**config.mk**
```make
export PLATFORM = sky130hd
export DESIGN_NAME = tdl_tdc_channel
export DESIGN_NICKNAME = d
export VERILOG_FILES = /design/src/rtl/tdl_tdc_channel.sv
export SDC_FILE = /design/constraint.sdc
export NUM_CORES = 1
export LEC_CHECK = 0
export CAP_MARGIN = 5
export CORE_UTILIZATION = 37
export CTS_BUF_LIST = sky130_fd_sc_hd__clkbuf_4 sky130_fd_sc_hd__clkbuf_8
export CTS_CLUSTER_DIAMETER = 100
export DETAILED_ROUTE_END_ITERATION = 8
export GPL_TIMING_DRIVEN = 0
export SYNTH_ARGS = -nofsm -noshare
export SYNTH_HDL_FRONTEND = slang
export SYNTH_SLANG_ARGS = --single-unit
```
**constraint.sdc**
```tcl
create_clock -name clk -period 14 [get_ports clk]
set_clock_uncertainty 0.05 [all_clocks]
set_input_delay 4.2 -clock clk [delete_from_list [all_inputs] [get_ports clk]]
set_output_delay 4.2 -clock clk [all_outputs]
set_load 0.005 [all_outputs]
```
**src/rtl/tdl_tdc_channel.sv**
```systemverilog
// tdl_tdc_channel
//
// Tapped-delay-line TDC channel front end. A hit edge runs down a chain of
// N_TAPS buffer stages. Every tap is sampled on clk through a two-flop
// synchroniser. The resulting thermometer code is encoded into a fine time.
// The fine time is paired with a free-running coarse counter and offered as
// one timestamp over a valid/ready handshake. A new hit that arrives while the
// held timestamp is still waiting for acceptance is dropped and counted.
//
// Optional feature: define TDL_BUBBLE_FIX_EN to add a combinational
// 3-input majority filter in front of the fine encoder. The filter removes
// single-tap bubbles from the thermometer code. Event detection always uses
// the raw synchronised tap 0.
//
// Parameters:
//   N_TAPS    number of delay taps (>= 4)
//   COARSE_W  coarse counter width
//   MISS_W    missed-hit counter width
//   FINE_W    derived fine code width, $clog2(N_TAPS+1)
//
// Ports:
//   clk        sampling and system clock
//   rst        asynchronous active-high reset
//   enable     arms hit capture (only masks new events)
//   hit        asynchronous hit input into tap 0
//   test_en    selects test_taps instead of the delay chain outputs
//   test_taps  forced tap vector, bit 0 nearest hit
//   ts_valid   timestamp valid
//   ts_ready   consumer accepts the timestamp
//   ts_coarse  coarse stamp (counter value when the taps were sampled)
//   ts_fine    fine stamp, 0..N_TAPS
//   miss_cnt   saturating count of hits dropped under backpressure
//   busy       high while a timestamp is held

module tdl_tdc_channel #(
  parameter  int N_TAPS   = 32,
  parameter  int COARSE_W = 16,
  parameter  int MISS_W   = 8,
  localparam int FINE_W   = $clog2(N_TAPS + 1)
) (
  input  logic                clk,
  input  logic                rst,
  input  logic                enable,
  input  logic                hit,
  input  logic                test_en,
  input  logic [N_TAPS-1:0]   test_taps,
  output logic                ts_valid,
  input  logic                ts_ready,
  output logic [COARSE_W-1:0] ts_coarse,
  output logic [FINE_W-1:0]   ts_fine,
  output logic [MISS_W-1:0]   miss_cnt,
  output logic                busy
);

  localparam logic [0:0] IDLE = 1'b0;
  localparam logic [0:0] HOLD = 1'b1;

  logic [N_TAPS-1:0]   d;
  logic [N_TAPS-1:0]   t;
  logic [N_TAPS-1:0]   s1;
  logic [N_TAPS-1:0]   s2;
  logic [N_TAPS-1:0]   corr;
  logic                p;
  logic [COARSE_W-1:0] c;
  logic [COARSE_W-1:0] c1;
  logic [COARSE_W-1:0] c2;
  logic [0:0]          state;
  logic                ev;
  logic [FINE_W-1:0]   fine;

  // The delay chain. Each stage is its own generate scope with a keep
  // attribute, so synthesis cannot collapse the buffers. Collapsing them
  // would destroy the delay line.
  genvar gi;
  generate
    for (gi = 0; gi < N_TAPS; gi++) begin : g_chain
      (* keep = "true" *) logic tap;
      if (gi == 0) begin : g_first
        assign tap = hit;
      end else begin : g_next
        assign tap = g_chain[gi-1].tap;
      end
      assign d[gi] = tap;
    end
  endgenerate

  assign t = test_en ? test_taps : d;

  // Two-flop synchroniser on every tap. p keeps the previous synchronised
  // tap 0 so that a rising edge can be detected. The coarse counter has two
  // pipeline copies. The stamp therefore lines up with the cycle in which
  // the taps were first sampled.
  always_ff @(posedge clk or posedge rst) begin
    if (rst) begin
      s1 <= '0;
      s2 <= '0;
      p  <= 1'b0;
      c  <= '0;
      c1 <= '0;
      c2 <= '0;
    end else begin
      s1 <= t;
      s2 <= s1;
      p  <= s2[0];
      c  <= c + COARSE_W'(1);
      c1 <= c;
      c2 <= c1;
    end
  end

  assign ev = enable & s2[0] & ~p;

`ifdef TDL_BUBBLE_FIX_EN
  // Majority of each tap and its two neighbours. Below tap 0 the code is
  // treated as a 1 and beyond the last tap as a 0. A lone bubble inside the
  // run of ones is therefore filled, and a lone stray one past the edge is
  // removed.
  logic [N_TAPS+1:0] ext;
  assign ext = {1'b0, s2, 1'b1};

  always_comb begin
    corr = '0;
    for (int i = 0; i < N_TAPS; i++) begin
      corr[i] = (ext[i] & ext[i+1]) | (ext[i+1] & ext[i+2]) | (ext[i] & ext[i+2]);
    end
  end
`else
  assign corr = s2;
`endif

  // Fine encoder. It counts the unbroken run of ones starting at tap 0. Any
  // ones that appear after the first zero are ignored.
  always_comb begin
    logic run;
    fine = '0;
    run  = 1'b1;
    for (int i = 0; i < N_TAPS; i++) begin
      run = run & corr[i];
      if (run) begin
        fine = fine + FINE_W'(1);
      end
    end
  end

  // Capture FSM. In HOLD a new event is accepted only if the held stamp
  // leaves in the same cycle. Otherwise the held stamp stays frozen and the
  // new hit is counted as missed.
  always_ff @(posedge clk or posedge rst) begin
    if (rst) begin
      state     <= IDLE;
      ts_coarse <= '0;
      ts_fine   <= '0;
      miss_cnt  <= '0;
    end else begin
      case (state)
        IDLE: begin
          if (ev) begin
            ts_coarse <= c2;
            ts_fine   <= fine;
            state     <= HOLD;
          end
        end
        HOLD: begin
          if (ev && ts_ready) begin
            ts_coarse <= c2;
            ts_fine   <= fine;
          end else if (ev) begin
            if (miss_cnt != '1) begin
              miss_cnt <= miss_cnt + MISS_W'(1);
            end
          end else if (ts_ready) begin
            state <= IDLE;
          end
        end
        default: state <= IDLE;
      endcase
    end
  end

  assign ts_valid = (state == HOLD);
  assign busy     = (state == HOLD);

endmodule
```
Word level (Yosys, flattened, before mapping)
Index checks and enable logic that the tools add are counted.
Word-level totals
  bits in registers: 144
  bits of input ports: 38
  word-level logic and storage cells: 129
Cells by class
  add/sub/neg operators: 33
  equality and inequality tests: 3
  multiplexer cells: 44
  bitwise operators: 36
  reductions and logical operators: 3
Operator list (count)
  $mux W6: 33
  $add A6 B1 Y6 const B: 31
  $and A1 B1 Y1: 33
  $mux W16: 2
  $mux W32: 1
  $pmux W16 S2: 1
  $add A16 B1 Y16 const B: 1
  $pmux W6 S2: 1
  $add A8 B1 Y8 const B: 1
  $ne A8 B8 Y1 const B: 1
  $mux W1: 5
  $reduce_and A4 Y1: 1
  $not A1 Y1: 3
  $ne A2 B1 Y1 const B: 1
  $ne A2 B2 Y1 const B: 1
  $pmux W1 S2: 1
  $reduce_and A2 Y1: 1
  $logic_and A1 B1 Y1: 1

Longest topological paths before layout
Gate-level depths: netlist of run 1.
  depth in word-level cells: 65
  depth in mapped cells: 77

Worst setup path after synthesis of run 1
No wires, ideal clock.
  kind: register -> register
  from: reg s2[2] (netlist: corr[2])
  to: reg ts_fine[4]
  setup time: 125 ps
  arrival: 12336 ps
  slack: 1489 ps
  cell stages (with the launch flop): 75
  path buffers: 0
  cell sequence: dfrtp_1 > inv_1 > a21boi_0 > ha_1 > nor2_1 > nor2_1 > ha_1 > a21o_1 > ha_1 > nand2_1 > a41oi_1 > ha_1 > and3b_1 > o211ai_1 > a31o_2 > nand3_1 > a21boi_0 > o21ai_0 > [39 not listed] > mux2i_1 > nor3_1 > nand4_1 > o21ai_0 > ha_1 > o21ai_0 > o21ai_0 > ha_1 > inv_1 > a21oi_1 > ha_1 > nand3_1 > nand2_1 > a21oi_1 > a2111o_1 > a21oi_1 > xnor2_1 > mux2_2
Between the ends
  word-level cells in the longest chain between the ends: 62
  elaborated cells on any way between the ends: 92
RTL lines
  start: declaration: RTL line 61  | logic [N_TAPS-1:0] s2;
  start signal: assignment: RTL line 96  | s2 <= '0;
  start signal: assignment: RTL line 103  | s2 <= s1;
  $and A1 B1 Y1 *: RTL line 138  | run = run & corr[i];
  $mux W6: RTL line 139  | if (run) begin
  $add A6 B1 Y6: RTL line 140  | fine = fine + FINE_W'(1);
  $mux W6: RTL line 139
  $add A6 B1 Y6: RTL line 140
  $mux W6: RTL line 139
  $add A6 B1 Y6: RTL line 140
  $mux W6: RTL line 139
  [46 not listed]
  $add A6 B1 Y6: RTL line 140
  $mux W6: RTL line 139
  $add A6 B1 Y6: RTL line 140
  $mux W6: RTL line 139
  $add A6 B1 Y6: RTL line 140
  $mux W6 *: RTL line 139
  $mux W6 (on tied branches): RTL line 164, 157
  $pmux W6 S2 *: RTL line 155  | case (state)
  end signal: assignment: RTL line 159  | ts_fine <= fine;
  end signal: assignment: RTL line 166  | ts_fine <= fine;
  end: declaration: RTL line 50  | output logic [FINE_W-1:0] ts_fine,
Every way passes the cells marked *; elsewhere a longest branch is shown, timed or not. The select of a mux whose other input is x is not followed.
A chain may end at the register's enable or synchronous reset.

Worst setup path after layout of run 1
Ends and elaborated chain as after synthesis.

==> impl_metrics.json, run 1 <==
{
  "htreeDepth": 4,
  "place.gp.congestion": 0.845,
  "period_share": 0.954,
  "r2r-end": "ts_fine[4]",
  "cp_max_fo": 5,
  "hold_end": "corr[3]",
  "pwr-share-comb": 0.183,
  "outcome": "finished, final reports clean",
  "first_pass_iters": 6,
  "worst_path_max_delay_cell": "dfrtp_2",
  "area_growth_pct": 21.0,
  "ir_drop_v": 0.0000881,
  "die-area_sq_um": 24200,
  "ios": 70,
  "die_h_um": 156,
  "io_buffers": 68,
  "viasPerCell": 5.01,
  "grt_pass1_wl_mm": 33.4,
  "grt.total_usage": 0.171,
  "min-delay-start": "s1[3]",
  "worstPathRequired_ps": 14270,
  "synthesis.nets": 1025,
  "setup_viol": 0,
  "wl_per_cell_um": 14.2,
  "overflow": 0,
  "fin_util": 0.461,
  "start_kind": "flop",
  "fillCellCount": 2205,
  "p_per_area_nw_per_um2": 92.1,
  "drt_iter0_markers": 372,
  "ff2ff_path_depth": 76,
  "die_w_um": 156,
  "cts_buffers": 17,
  "hold_viol": 0,
  "tightest_slew_ps": 1040,
  "clk_pin_slew_ps": 90,
  "cts_tree": "built",
  "yosysWarnings": 0,
  "ant_nets": 0,
  "reg2reg_from": "corr[2]",
  "synth_area_sq_um": 8730,
  "row_count": 55,
  "critPathMaxStageDelay_ps": 410,
  "clock_latency_ps": 440,
  "slew_violations": 0,
  "seqPwrFrac": 0.467,
  "relSlewSlack": 0.301,
  "leakagePower_nw": 4.60,
  "initial_core_util": 0.381,
  "synth_cells": 955,
  "postSynthAreaPerCell_sq_um": 9.14,
  "worst_ep_arrival_time_ps": 13620,
  "nNetsFinal": 1130,
  "swShare": 0.280,
  "finalPower_mw": 0.973,
  "vias": 6945,
  "whs_path_depth": 0,
  "min_period_ps": 13360,
  "multi_input_area_sq_um": 5080,
  "crit_path_end_kind": "flop",
  "cts_buffer_depth": 2,
  "drive_above_1_share": 0.127,
  "mostFrequentLayoutCells": "208 x nand2_1, 141 x dfrtp_1, 68 x clkdlybuf4s50_1",
  "min-delay-path-class": "flop to flop",
  "seqCellArea_sq_um": 3610,
  "grt_pass1_vias": 6668,
  "post-dp-hpwl_mm": 14.6,
  "root_buffer": "clkbuf_8",
  "internal_power_mw": 0.700,
  "layout_commonest_cell": "nand2_1",
  "cpMostUsedCell": "ha_1",
  "grt_max_degree": 79,
  "reg2reg_setup_slack_ps": 640,
  "antenna_found_initial": 0,
  "core_sq_um": 22900,
  "setup_tns_ps": 0,
  "switching_power_mw": 0.273,
  "wirelength_mm": 19.7,
  "critical_path_class": "flop to flop",
  "cts.sink_count": 144,
  "p_clk_frac": 0.350,
  "drc": 0,
  "fmax_mhz": 74.9,
  "drv_cap": 0,
  "antennaDiodeCount": 0
}
sequential cells by signal (all words and copies together), names as in the netlist:
name and cells:
s1 32, busy 1, corr 32, ts_coarse 16
c1 16, c2 16, p 1, c 16
ts_fine 6, miss_cnt 8
power groups by stage:
stage / Sequential, mW / Combinational (mW) / Clock, mW
5_1_grt: 0.458 / 0.199 / 0.368
4_1_cts: 0.455 / 0.161 / 0.350
2_1_floorplan: 0.459 / 0.102 / 0
3_3_place_gp: 0.463 / 0.155 / 0
6_report: 0.455 / 0.178 / 0.341
3_5_place_dp: 0.463 / 0.158 / 0
critical path, delay by kind of cell, from the launching register on:
| family | cells | cell delay, ps |
|---|---|---|
| buffers and inverters | 6 | 400 |
| multiplexers | 6 | 1020 |
| flip-flops | 1 | 410 |
| adder cells (fa/ha/maj) | 16 | 4530 |
| AND/OR/NAND/NOR | 18 | 2020 |
| XOR/XNOR | 1 | 90 |
| AO/OA/AOI/OAI | 29 | 4710 |
layer usage:
metal  routed length [um]  GRT usage  vias up
met4                  123     0.0364        0
li1                     -          -     3519
met3                  760     0.0339       10
met5                    0          0        -
met2                 9050      0.270      113
met1                 9760      0.242     3303
worst max-delay path by stage:
| stage | from | to | slack, ps | depth (start not counted) |
|---|---|---|---|---|
| after floorplan | corr[2] | ts_fine[4] | 1490 | 74 |
| after global placement | corr[0] | ts_fine[5] | -590 | 72 |
| after detailed placement | corr[0] | ts_fine[5] | -600 | 72 |
| after CTS | corr[0] | ts_fine[5] | 70 | 74 |
| after global routing | corr[2] | ts_fine[4] | -150 | 75 |
| final | corr[2] | ts_fine[4] | 640 | 76 |
metrics by stage:
step / cell area (sq um) / hold WS (ps) / setup slack, ps / cells
CTS: 10300 / 289 / 69.1 / 1369
detailed placement: 9840 / 285 / -603 / 1337
global route: 10600 / 285 / -148 / 1385
finish: 10600 / 285 / 642 / 1385
floorplan: 8730 / 281 / 1490 / 955
global placement: 9800 / 282 / -594 / 1336
repair_timing:
| action | CTS | global route |
|---|---|---|
| setup endpoints to repair | 4 | 5 |
| pin swaps | 4 | 24 |
| setup buffers | 1 | 16 |
| resized for setup | 11 | 37 |
| hold buffers | 0 | 0 |
| gates cloned | 0 | 0 |
final cells by class:
class | instances | area share
multi-input combinational | 754 | 0.481
sequential | 144 | 0.341
timing repair buffer | 86 | 0.0791
tap | 313 | 0.0371
clock buffer | 17 | 0.0221
clock inverter | 14 | 0.0173
buffer | 29 | 0.0122
inverter | 28 | 0.0104
(Power assumes the default switching activity.)
==> run 2: changes to the inputs <==
--- a/config.mk
+++ b/config.mk
@@ -6,11 +6,14 @@
 export NUM_CORES = 1
 export LEC_CHECK = 0
 export CAP_MARGIN = 5
+export CELL_PAD_IN_SITES_DETAIL_PLACEMENT = 0
+export CELL_PAD_IN_SITES_GLOBAL_PLACEMENT = 1
 export CORE_UTILIZATION = 37
 export CTS_BUF_LIST = sky130_fd_sc_hd__clkbuf_4 sky130_fd_sc_hd__clkbuf_8
 export CTS_CLUSTER_DIAMETER = 100
 export DETAILED_ROUTE_END_ITERATION = 8
 export GPL_TIMING_DRIVEN = 0
+export PLACE_DENSITY_LB_ADDON = 0.1
 export SYNTH_ARGS = -nofsm -noshare
 export SYNTH_HDL_FRONTEND = slang
 export SYNTH_SLANG_ARGS = --single-unit
==> run 2 against run 1 <==
  * Sequential share of layout area increased by 0.052 points
  * Utilization shrank 0.071 points
  * Sequential power about the same
  * Critical path depth decreased by 3
  * Flip-flop and latch count stayed put
  * First-iteration DRC count is 14% higher
  * Highest routed layer unchanged
==> impl_metrics.json, run 2 (synthesis gave the netlist of run 1 again) <==
{
  "ir_drop_v": 0.0000717,
  "seqCellArea_sq_um": 3610,
  "min_period_ps": 13190,
  "cp_max_fo": 6,
  "vias": 6918,
  "dp_cells": 1337,
  "r2r-end": "ts_fine[4]",
  "cp-startpoint": "corr[0]",
  "ctsHoldBuffers": 0,
  "overflow": 0,
  "leakagePower_nw": 4.60,
  "grt_max_degree": 77,
  "clock_latency_ps": 430,
  "post-dp-hpwl_mm": 15.5,
  "grt.total_usage": 0.178,
  "ios": 70,
  "cts_buffers": 17,
  "reg2reg_setup_slack_ps": 810,
  "cts_buffer_depth": 2,
  "crit_path_end_kind": "flop",
  "start_kind": "flop",
  "cts_tree": "built",
  "outcome": "finished, final reports clean",
  "antennaDiodeCount": 0,
  "critPathMaxStageDelay_ps": 450,
  "p_per_area_nw_per_um2": 89.6,
  "area_growth_pct": 20.9,
  "fin_cells": 1388,
  "htreeDepth": 4,
  "drt_iter0_markers": 423,
  "antenna_found_initial": 1,
  "setup_tns_ps": 0,
  "slew_violations": 0,
  "period_share": 0.942,
  "core_sq_um": 22900,
  "worstPathRequired_ps": 14270,
  "wl_per_cell_um": 14.9,
  "min-delay-path-class": "flop to flop",
  "root_buffer": "clkbuf_8",
  "ant_nets": 0,
  "nNetsFinal": 1132,
  "initial_core_util": 0.381,
  "die_w_um": 156,
  "place_area_sq_um": 9840,
  "ff2ff_path_depth": 73,
  "first_pass_iters": 6,
  "tightest_slew_ps": 1100,
  "reg2reg_from": "corr[0]",
  "whs_path_depth": 0,
  "grt_pass1_vias": 6625,
  "place.gp.congestion": 0.812,
  "setup_viol": 0,
  "drive_above_1_share": 0.129,
  "fmax_mhz": 75.8,
  "hold_viol": 0,
  "worst_ep_arrival_time_ps": 13460,
  "multi_input_area_sq_um": 5080,
  "min-delay-start": "c1[15]",
  "fillCellCount": 2269,
  "io_buffers": 68,
  "clk_pin_slew_ps": 90,
  "die_h_um": 156,
  "drc": 0,
  "wirelength_mm": 20.7,
  "drv_cap": 0,
  "viasPerCell": 4.98,
  "hold_end": "c2[15]",
  "critical_path_class": "flop to flop",
  "relSlewSlack": 0.268,
  "grt_pass1_wl_mm": 34.2,
  "cts.sink_count": 144,
  "cpMostUsedCell": "ha_1",
  "die-area_sq_um": 24200,
  "layout_commonest_cell": "nand2_1",
  "mostFrequentLayoutCells": "207 x nand2_1, 141 x dfrtp_1, 68 x clkdlybuf4s50_1",
  "design_area_sq_um": 10600,
  "worst_path_max_delay_cell": "dfrtp_2",
  "row_count": 55
}
==> run 2: cell type report <==
cell class / instances / share of cell area
plain buffers: 29 / 0.0122
clock buffers: 19 / 0.0248
clock inverters: 13 / 0.0113
inverters: 28 / 0.0104
multi-input cells: 754 / 0.482
flip-flops and latches: 144 / 0.342
well taps: 313 / 0.0371
repair buffers: 88 / 0.0806
==> run 2: worst max-delay path by stage <==
stage,end,depth (start not counted)
after floorplan,ts_fine[4],74
after global placement,ts_fine[5],72
after detailed placement,ts_fine[5],72
after CTS,ts_fine[4],75
after global routing,ts_fine[4],75
final,ts_fine[4],73
==> run 2: stage by stage <==
step                utilization  power [mW]  setup slack [ps]  hold WS (ps)
floorplan                     -       0.561              1490           281
global placement          0.428       0.622              -797           282
detailed placement        0.429       0.623              -751           285
CTS                       0.448       0.941              2.62           297
global route              0.461        1.00             -84.4           304
finish                    0.461       0.945               812           291
==> run 2: repair_timing <==
item                                    CTS  global route
endpoints found under the setup margin    5             5
pin swaps                                 3            21
gates resized for setup                  12            37
setup buffers                             1            18
==> run 2: critical path: cells and delay by family (launching register included) <==
kind | cells | cell delay, ps
AO/OA/AOI/OAI | 31 | 4930
flip-flops | 1 | 450
buffers and inverters | 5 | 330
AND/OR/NAND/NOR | 15 | 1760
XOR/XNOR | 1 | 90
adder cells (fa/ha/maj) | 15 | 4210
multiplexers | 6 | 1200
==> run 2: layer usage <==
metal | global-route usage | wire length (um) | vias up
met5 | 0 | 0 | -
met4 | 0.0378 | 98 | 0
met3 | 0.0319 | 583 | 6
met2 | 0.276 | 9250 | 84
met1 | 0.259 | 10800 | 3302
li1 | - | - | 3526
==> run 2: where the power goes <==
group          switching, mW  leakage [nW]  total, mW  internal (mW)
registers             0.0169          1.80      0.455          0.438
clock network          0.172         0.190      0.311          0.139
logic                 0.0949          2.61      0.180         0.0846
==> run 3: changes to the inputs <==
--- a/config.mk
+++ b/config.mk
@@ -8,7 +8,7 @@
 export CAP_MARGIN = 5
 export CELL_PAD_IN_SITES_DETAIL_PLACEMENT = 0
 export CELL_PAD_IN_SITES_GLOBAL_PLACEMENT = 1
-export CORE_UTILIZATION = 37
+export CORE_UTILIZATION = 26
 export CTS_BUF_LIST = sky130_fd_sc_hd__clkbuf_4 sky130_fd_sc_hd__clkbuf_8
 export CTS_CLUSTER_DIAMETER = 100
 export DETAILED_ROUTE_END_ITERATION = 8
==> run 3 against run 2 <==
  * Cell count increased by 10%
  * Fmax grew 0.13%
  * Non-clock buffer count up 16
  * Worst hold slack improved by 4.4 ps
  * Cell area grew 3.9%
  * Critical path depth is 1 higher
  * Sequential share of layout area decreased by 1.3 points
  * Via count up 1.6%
  * Largest cell class unchanged
==> impl_metrics.json, run 3 (synthesis gave the netlist of run 1 again) <==
{
  "fmax_mhz": 75.9,
  "cts.sink_count": 144,
  "grt_max_degree": 83,
  "drt_iter0_markers": 350,
  "start_kind": "flop",
  "slew_violations": 0,
  "ir_drop_v": 0.0000677,
  "grt_pass1_vias": 6833,
  "viasPerCell": 4.59,
  "drc": 0,
  "core_sq_um": 32800,
  "swShare": 0.285,
  "place.gp.congestion": 0.754,
  "clock_latency_ps": 440,
  "ant_nets": 0,
  "drive_above_1_share": 0.154,
  "overflow": 0,
  "outcome": "finished, final reports clean",
  "min_period_ps": 13170,
  "grt_pass1_wl_mm": 37.6,
  "post-dp-hpwl_mm": 17.3,
  "initial_core_util": 0.266,
  "p_clk_frac": 0.344,
  "vias": 7029,
  "switching_power_mw": 0.281,
  "worst_path_max_delay_cell": "dfrtp_2",
  "worst_ep_arrival_time_ps": 13450,
  "place_ws_ps": -1070,
  "die_w_um": 185,
  "cts_tree": "built",
  "leakagePower_nw": 4.72,
  "finalPower_mw": 0.986,
  "met1_usage": 0.204,
  "htreeDepth": 4,
  "setup_tns_ps": 0,
  "die_h_um": 185,
  "cp_top_family": "compound AO/OA/AOI/OAI gates",
  "internal_power_mw": 0.705,
  "tightest_slew_ps": 1260,
  "seqCellArea_sq_um": 3610,
  "first_pass_iters": 4,
  "area_growth_pct": 25.6,
  "met3_usage": 0.0199,
  "crit_path_end_kind": "flop",
  "nNetsFinal": 1148,
  "fin_util": 0.335,
  "critical_path_class": "flop to flop",
  "die-area_sq_um": 34300,
  "layout_commonest_cell": "nand2_1",
  "io_buffers": 68,
  "antennaDiodeCount": 0,
  "fillCellCount": 3506,
  "pwr-share-comb": 0.195,
  "grt.total_usage": 0.141,
  "relSlewSlack": 0.156,
  "multi_input_area_sq_um": 5180,
  "grt.busiest_layer": "met2",
  "p_per_area_nw_per_um2": 89.9,
  "cpMostUsedCell": "ha_1",
  "path_buf_inv": 4,
  "min-delay-path-class": "flop to flop",
  "critPathMaxStageDelay_ps": 450,
  "setup_viol": 0,
  "wl_per_cell_um": 15.1,
  "seqPwrFrac": 0.462,
  "row_count": 66,
  "drv_cap": 0,
  "cp_max_fo": 8,
  "ios": 70,
  "worstPathRequired_ps": 14280,
  "antenna_found_initial": 0,
  "mostFrequentLayoutCells": "206 x nand2_1, 141 x dfrtp_1, 68 x clkdlybuf4s50_1",
  "period_share": 0.941,
  "hold_viol": 0,
  "setup_slack_ps": 829,
  "cts_buffer_depth": 2,
  "cts_buffers": 17,
  "clk_pin_slew_ps": 80,
  "holdWs_ps": 295,
  "grt_use_met2": 0.218,
  "root_buffer": "clkbuf_8",
  "wirelength_mm": 23.2
}
run 3: repair_timing:
action,4_1_cts,5_1_grt
setup buffers,2,33
pin swaps,4,47
resized for setup,15,53
hold buffers,0,0
endpoints found under the setup margin,5,5
run 3: path summary, 6_finish.rpt:
kind                              start           to  slack, ps  depth (start not counted)
worst min register to register   c1[14]       c2[14]        300                          0
min in group asynchronous           rst  miss_cnt[5]       4160                          2
worst max register to register  corr[0]   ts_fine[4]        830                         74
max in group asynchronous           rst       s1[26]       8930                          3
worst min-delay path             c1[14]       c2[14]        300                          0
worst max-delay path            corr[0]   ts_fine[4]        830                         74
run 3: per-stage QoR:
| step | instance area [sq um] | instances |
|---|---|---|
| after floorplan | 8730 | 955 |
| after CTS | 10500 | 1500 |
| final | 11000 | 1533 |
| after global routing | 11000 | 1533 |
| after global placement | 9970 | 1465 |
| after detailed placement | 10000 | 1466 |
run 3: worst register-to-register path: cells and delay by family, from the launching register on:
kind,cells,cell delay (ps)
AO/OA/AOI/OAI,31,5250
flip-flops,1,450
AND/OR/NAND/NOR,17,1870
XOR/XNOR,1,100
buffers and inverters,4,190
multiplexers,6,1080
adder cells (fa/ha/maj),15,4090
run 3: layer usage:
metal  wire length (um)  part of all wire
met2              10300              0.44
met3                608             0.026
met4                191            0.0082
met5                  0                 0
met1              12100              0.52
run 3: area by class of cell:
cell class	count	share of cell area
multi-input cells	754	0.473
flip-flops and latches	144	0.329
repair buffers	104	0.0885
well taps	442	0.0504
clock buffers	21	0.0258
clock inverters	11	0.0118
plain buffers	29	0.0118
inverters	28	0.0103
run 3: power groups by stage:
stage	clock network, mW	logic [mW]	registers [mW]
final	0.339	0.192	0.455
after global routing	0.370	0.214	0.459
after CTS	0.352	0.168	0.456
after detailed placement	0	0.164	0.463
after global placement	0	0.163	0.464
after floorplan	0	0.102	0.459
==> RTL change 1 (config.mk and constraints of run 1) <==
Set the parameter `MISS_W` to 9 (it was 8).
--- a/src/rtl/tdl_tdc_channel.sv
+++ b/src/rtl/tdl_tdc_channel.sv
@@ -35,7 +35,7 @@
 module tdl_tdc_channel #(
   parameter  int N_TAPS   = 32,
   parameter  int COARSE_W = 16,
-  parameter  int MISS_W   = 8,
+  parameter  int MISS_W   = 9,
   localparam int FINE_W   = $clog2(N_TAPS + 1)
 ) (
   input  logic                clk,
Interface: changed (resized miss_cnt); port bits go from 70 to 71. The function was not compared with the original's and may differ.
==> RTL change 1 against run 1 <==
  * Total power decreased by 1.6%
  * Sequential cell count increased by 1
  * Via count decreased by 2.1%
  * Design area decreased by 1.3%
  * Routed wire length decreased by 1.1%
  * Synthesized area decreased by 1.7%
  * Setup slack got worse by 0.078 ns
  * Synthesized cell count decreased by 4.6%
  * Largest cell class unchanged
  * Highest routed layer unchanged
==> RTL change 1: results (changes against run 1) <==
| Metric | Value |
|---|---|
| First-pass GRT wire length | `31,900 um (was 33,400 um)` |
| Ant diodes | `0 (unchanged)` |
| CP Data Arrival Time | `13.71 ns (was 13.62 ns)` |
| DR iter-0 viols | `366 (was 372)` |
| Worst slew pin tran | `0.844 ns (was 1.04 ns)` |
| CTS clk-pin slew, worst paths | `0.09 ns (about the same)` |
| CP max FO | `10 (was 5)` |
| Fin nets | `1,092 (was 1,130)` |
| DR WL/cell | `14.8 um (was 14.2 um)` |
| Leak | `4.55 nW (was 4.60 nW)` |
| Hpwl dp | `14,300 um (was 14,600 um)` |
| Status | `finished, final reports clean (unchanged)` |
| DR vias/cell | `5.16 (was 5.01)` |
| CTS buffer count | `17 (unchanged)` |
| Total GRT Usage | `16.5% (was 17.1%)` |
| Clk Latency, worst-skew pair | `0.43 ns` |
| Largest net degree at the start of global routing | `82 (was 79)` |
| Syn. warnings | `0 (unchanged)` |
| Root Buffer | `clkbuf_8 (unchanged)` |
| Vias in the first global route | `6,346 (was 6,668)` |
| Worst setup startpoint | `corr[2] (unchanged)` |
| Layout cells sized above 1 | `14.1% (was 12.7%)` |
| Initial antenna violation count | `0 (unchanged)` |
| H-tree lvl count | `4 (unchanged)` |
| Gpl congestion | `0.841 (was 0.845)` |
| DRT antenna net count | `0 (unchanged)` |
| Worst path slowest cell | `or3_4 (was dfrtp_2)` |
| Number of port buffers | `69 (was 68)` |
| Worst hold start | `s1[17] (was s1[3])` |
| Mapped Nets | `982 (was 1,025)` |
| 1st-pass router iterations | `5 (was 6)` |
| Peak supply drop | `0.0669 mV (was 0.0881 mV)` |
RTL change 1: final timing paths:
kind                         endpoint  depth (start not counted)  slack [ns]
max                        ts_fine[5]                         75        0.56
min                          corr[17]                          0        0.30
max reg2reg                ts_fine[5]                         75        0.56
min reg2reg                  corr[17]                          0        0.30
max in group asynchronous      s1[27]                          3        8.97
min in group asynchronous       c2[5]                          2        4.17
RTL change 1: layer usage:
layer / GRT usage (%) / wire (um) / vias up
met5: 0 / 0 / -
met4: 4.57 / 253 / 0
met3: 2.61 / 696 / 18
met2: 27.1 / 9050 / 130
met1: 22.7 / 9480 / 3257
li1: - / - / 3395
RTL change 1: power by group:
part,switching [mW],leakage [nW],internal (mW)
registers,0.0166,1.81,0.442
logic,0.0904,2.54,0.0860
clock network,0.188,0.199,0.135
total,0.295,4.55,0.663
RTL change 1: layout make-up:
type | count | area [um^2]
plain buffers | 31 | 139
clock buffers | 17 | 234
clock inverters | 15 | 163
fillers | 2163 | 12300
inverters | 25 | 98.8
multi-input cells | 708 | 4920
flip-flops and latches | 145 | 3630
well taps | 285 | 357
repair buffers | 93 | 891
RTL change 1: repair_timing:
item                                    4_1_cts  5_1_grt
pin swaps                                     4       24
endpoints found under the setup margin        5        5
gates resized for setup                      13       38
cloned                                        0        0
setup buffers                                 8       15
RTL change 1: metrics by stage:
| step | hold WS, ns | TNS [ns] | std cells | cell area [um^2] | setup slack, ns |
|---|---|---|---|---|---|
| after floorplan | 0.281 | 0 | 911 | 8580 | 1.19 |
| after global placement | 0.281 | -2.50 | 1265 | 9630 | -1.06 |
| after detailed placement | 0.285 | -3.42 | 1266 | 9660 | -1.27 |
| after CTS | 0.297 | 0 | 1304 | 10200 | 0.00123 |
| after global routing | 0.302 | -0.388 | 1319 | 10400 | -0.252 |
| final | 0.297 | 0 | 1319 | 10400 | 0.565 |
==> RTL change 2 (settings of run 1) <==
Made on the original files. Put one more register stage on the output `miss_cnt`. The value now appears one clock later. The other outputs are not delayed to match.
--- a/src/rtl/tdl_tdc_channel.sv
+++ b/src/rtl/tdl_tdc_channel.sv
@@ -54,6 +54,8 @@
 
   localparam logic [0:0] IDLE = 1'b0;
   localparam logic [0:0] HOLD = 1'b1;
+
+  logic [MISS_W-1:0] miss_cnt_s0;
 
   logic [N_TAPS-1:0]   d;
   logic [N_TAPS-1:0]   t;
@@ -150,7 +152,7 @@
       state     <= IDLE;
       ts_coarse <= '0;
       ts_fine   <= '0;
-      miss_cnt  <= '0;
+      miss_cnt_s0 <= '0;
     end else begin
       case (state)
         IDLE: begin
@@ -165,8 +167,8 @@
             ts_coarse <= c2;
             ts_fine   <= fine;
           end else if (ev) begin
-            if (miss_cnt != '1) begin
-              miss_cnt <= miss_cnt + MISS_W'(1);
+            if (miss_cnt_s0 != '1) begin
+              miss_cnt_s0 <= miss_cnt_s0 + MISS_W'(1);
             end
           end else if (ts_ready) begin
             state <= IDLE;
@@ -180,4 +182,8 @@
   assign ts_valid = (state == HOLD);
   assign busy     = (state == HOLD);
 
+  always_ff @(posedge clk) begin
+    miss_cnt <= miss_cnt_s0;
+  end
+
 endmodule
Function: changed (a bounded check fails within 10 cycles, from zero or initial values and one cycle with rst high).
==> RTL change 2 against run 1 <==
  * Routed wire length shrank 6.5%
  * Core utilization fell by 0.80 points
  * Sequential cell count up 8
  * Highest routed layer unchanged
  * Critical endpoint is now ts_fine[5]
  * Setup slack better by 0.24 ns
  * Global-route usage fell by 0.95 points
  * Design area is 2.6% lower
  * Total power is 2.8% higher
  * Synthesized area shrank 1.7%
==> RTL change 2: results (changes against run 1) <==
| Metric | Value |
|---|---|
| Vias in the first global route | `6,360 (was 6,668)` |
| Status | `finished, final reports clean (unchanged)` |
| Worst hold start | `s1[25] (was s1[3])` |
| Total GRT Usage | `16.2% (was 17.1%)` |
| First-pass GRT wire length | `31,400 um (was 33,400 um)` |
| RR Startpoint | `corr[0] (was corr[2])` |
| CTS buffer count | `17 (unchanged)` |
| Largest net degree at the start of global routing | `84 (was 79)` |
| Number of port buffers | `68 (unchanged)` |
| Clk Latency, worst-skew pair | `0.41 ns (was 0.44 ns)` |
| Gpl congestion | `0.816 (was 0.845)` |
| Worst path top cell family by delay | `adder cells (was compound AO/OA/AOI/OAI gates)` |
| DR iter-0 viols | `308 (was 372)` |
| CP max FO | `7 (was 5)` |
| Final WL | `18,400 um (was 19,700 um)` |
| Worst path slowest cell | `dfrtp_2 (unchanged)` |
| 1st-pass router iterations | `5 (was 6)` |
| Mapped Nets | `977 (was 1,025)` |
| Syn. warnings | `0 (unchanged)` |
| H-tree lvl count | `4 (unchanged)` |
| Layout cells sized above 1 | `11.9% (was 12.7%)` |
| Leak | `4.45 nW (was 4.60 nW)` |
| Root Buffer | `clkbuf_8 (unchanged)` |
| Via count | `6,592 (was 6,945)` |
| Hpwl dp | `13,900 um (was 14,600 um)` |
| Worst slew pin tran | `0.785 ns (was 1.04 ns)` |
| Peak supply drop | `0.0748 mV (was 0.0881 mV)` |
| CP Data Arrival Time | `13.38 ns (was 13.62 ns)` |
| Clock buffer depth | `2 (unchanged)` |
| Fin nets | `1,073 (was 1,130)` |
| Placement Setup Slack | `-0.177 ns (was -0.603 ns)` |
| Crit path largest cell delay | `0.46 ns (was 0.41 ns)` |
-- RTL change 2: stage by stage --
stage,utilization (%),hold slack [ns],std cells,cell area (um^2)
floorplan,-,0.281,907,8580
global placement,42.4,0.281,1260,9620
detailed placement,42.5,0.285,1261,9650
CTS,44.5,0.298,1293,10100
global route,45.3,0.298,1301,10300
finish,45.3,0.295,1301,10300
-- RTL change 2: what timing repair did --
action | 4_1_cts | 5_1_grt
pin swaps | 0 | 12
resized for setup | 4 | 22
buffers inserted | 0 | 8
endpoints found under the setup margin | 1 | 5
gates cloned | 0 | 0
-- RTL change 2: area by class of cell --
type,count,area [um^2]
Buffer,31,129
Clock buffer,17,234
Clock inverter,15,204
Fill cell,2186,12400
Inverter,33,129
Multi-Input combinational cell,691,4710
Sequential cell,152,3760
Tap cell,285,357
Timing Repair Buffer,77,768
-- RTL change 2: per-layer routing --
layer | GRT usage, % | up-vias | part of all wire, %
met3 | 2.21 | 10 | 2.3
li1 | - | 3355 | -
met5 | 0 | - | 0
met4 | 3.91 | 0 | 0.84
met1 | 22.7 | 3141 | 50
met2 | 26.4 | 86 | 47
-- RTL change 2: path summary, 6_finish.rpt --
| path | endpoint | slack, ns | depth (start not counted) |
|---|---|---|---|
| worst min-delay path | corr[25] | 0.30 | 0 |
| worst max register to register | ts_fine[5] | 0.88 | 74 |
| max in group asynchronous | s1[25] | 8.96 | 3 |
| worst min register to register | corr[25] | 0.30 | 0 |
| min in group asynchronous | c1[11] | 4.17 | 2 |
| worst max-delay path | ts_fine[5] | 0.88 | 74 |
-- RTL change 2: report_power, final --
group	internal (mW)	switching (mW)	leakage [nW]	total (mW)
sequential	0.464	0.0175	1.86	0.482
combinational	0.0766	0.0816	2.37	0.158
clock	0.185	0.176	0.220	0.361
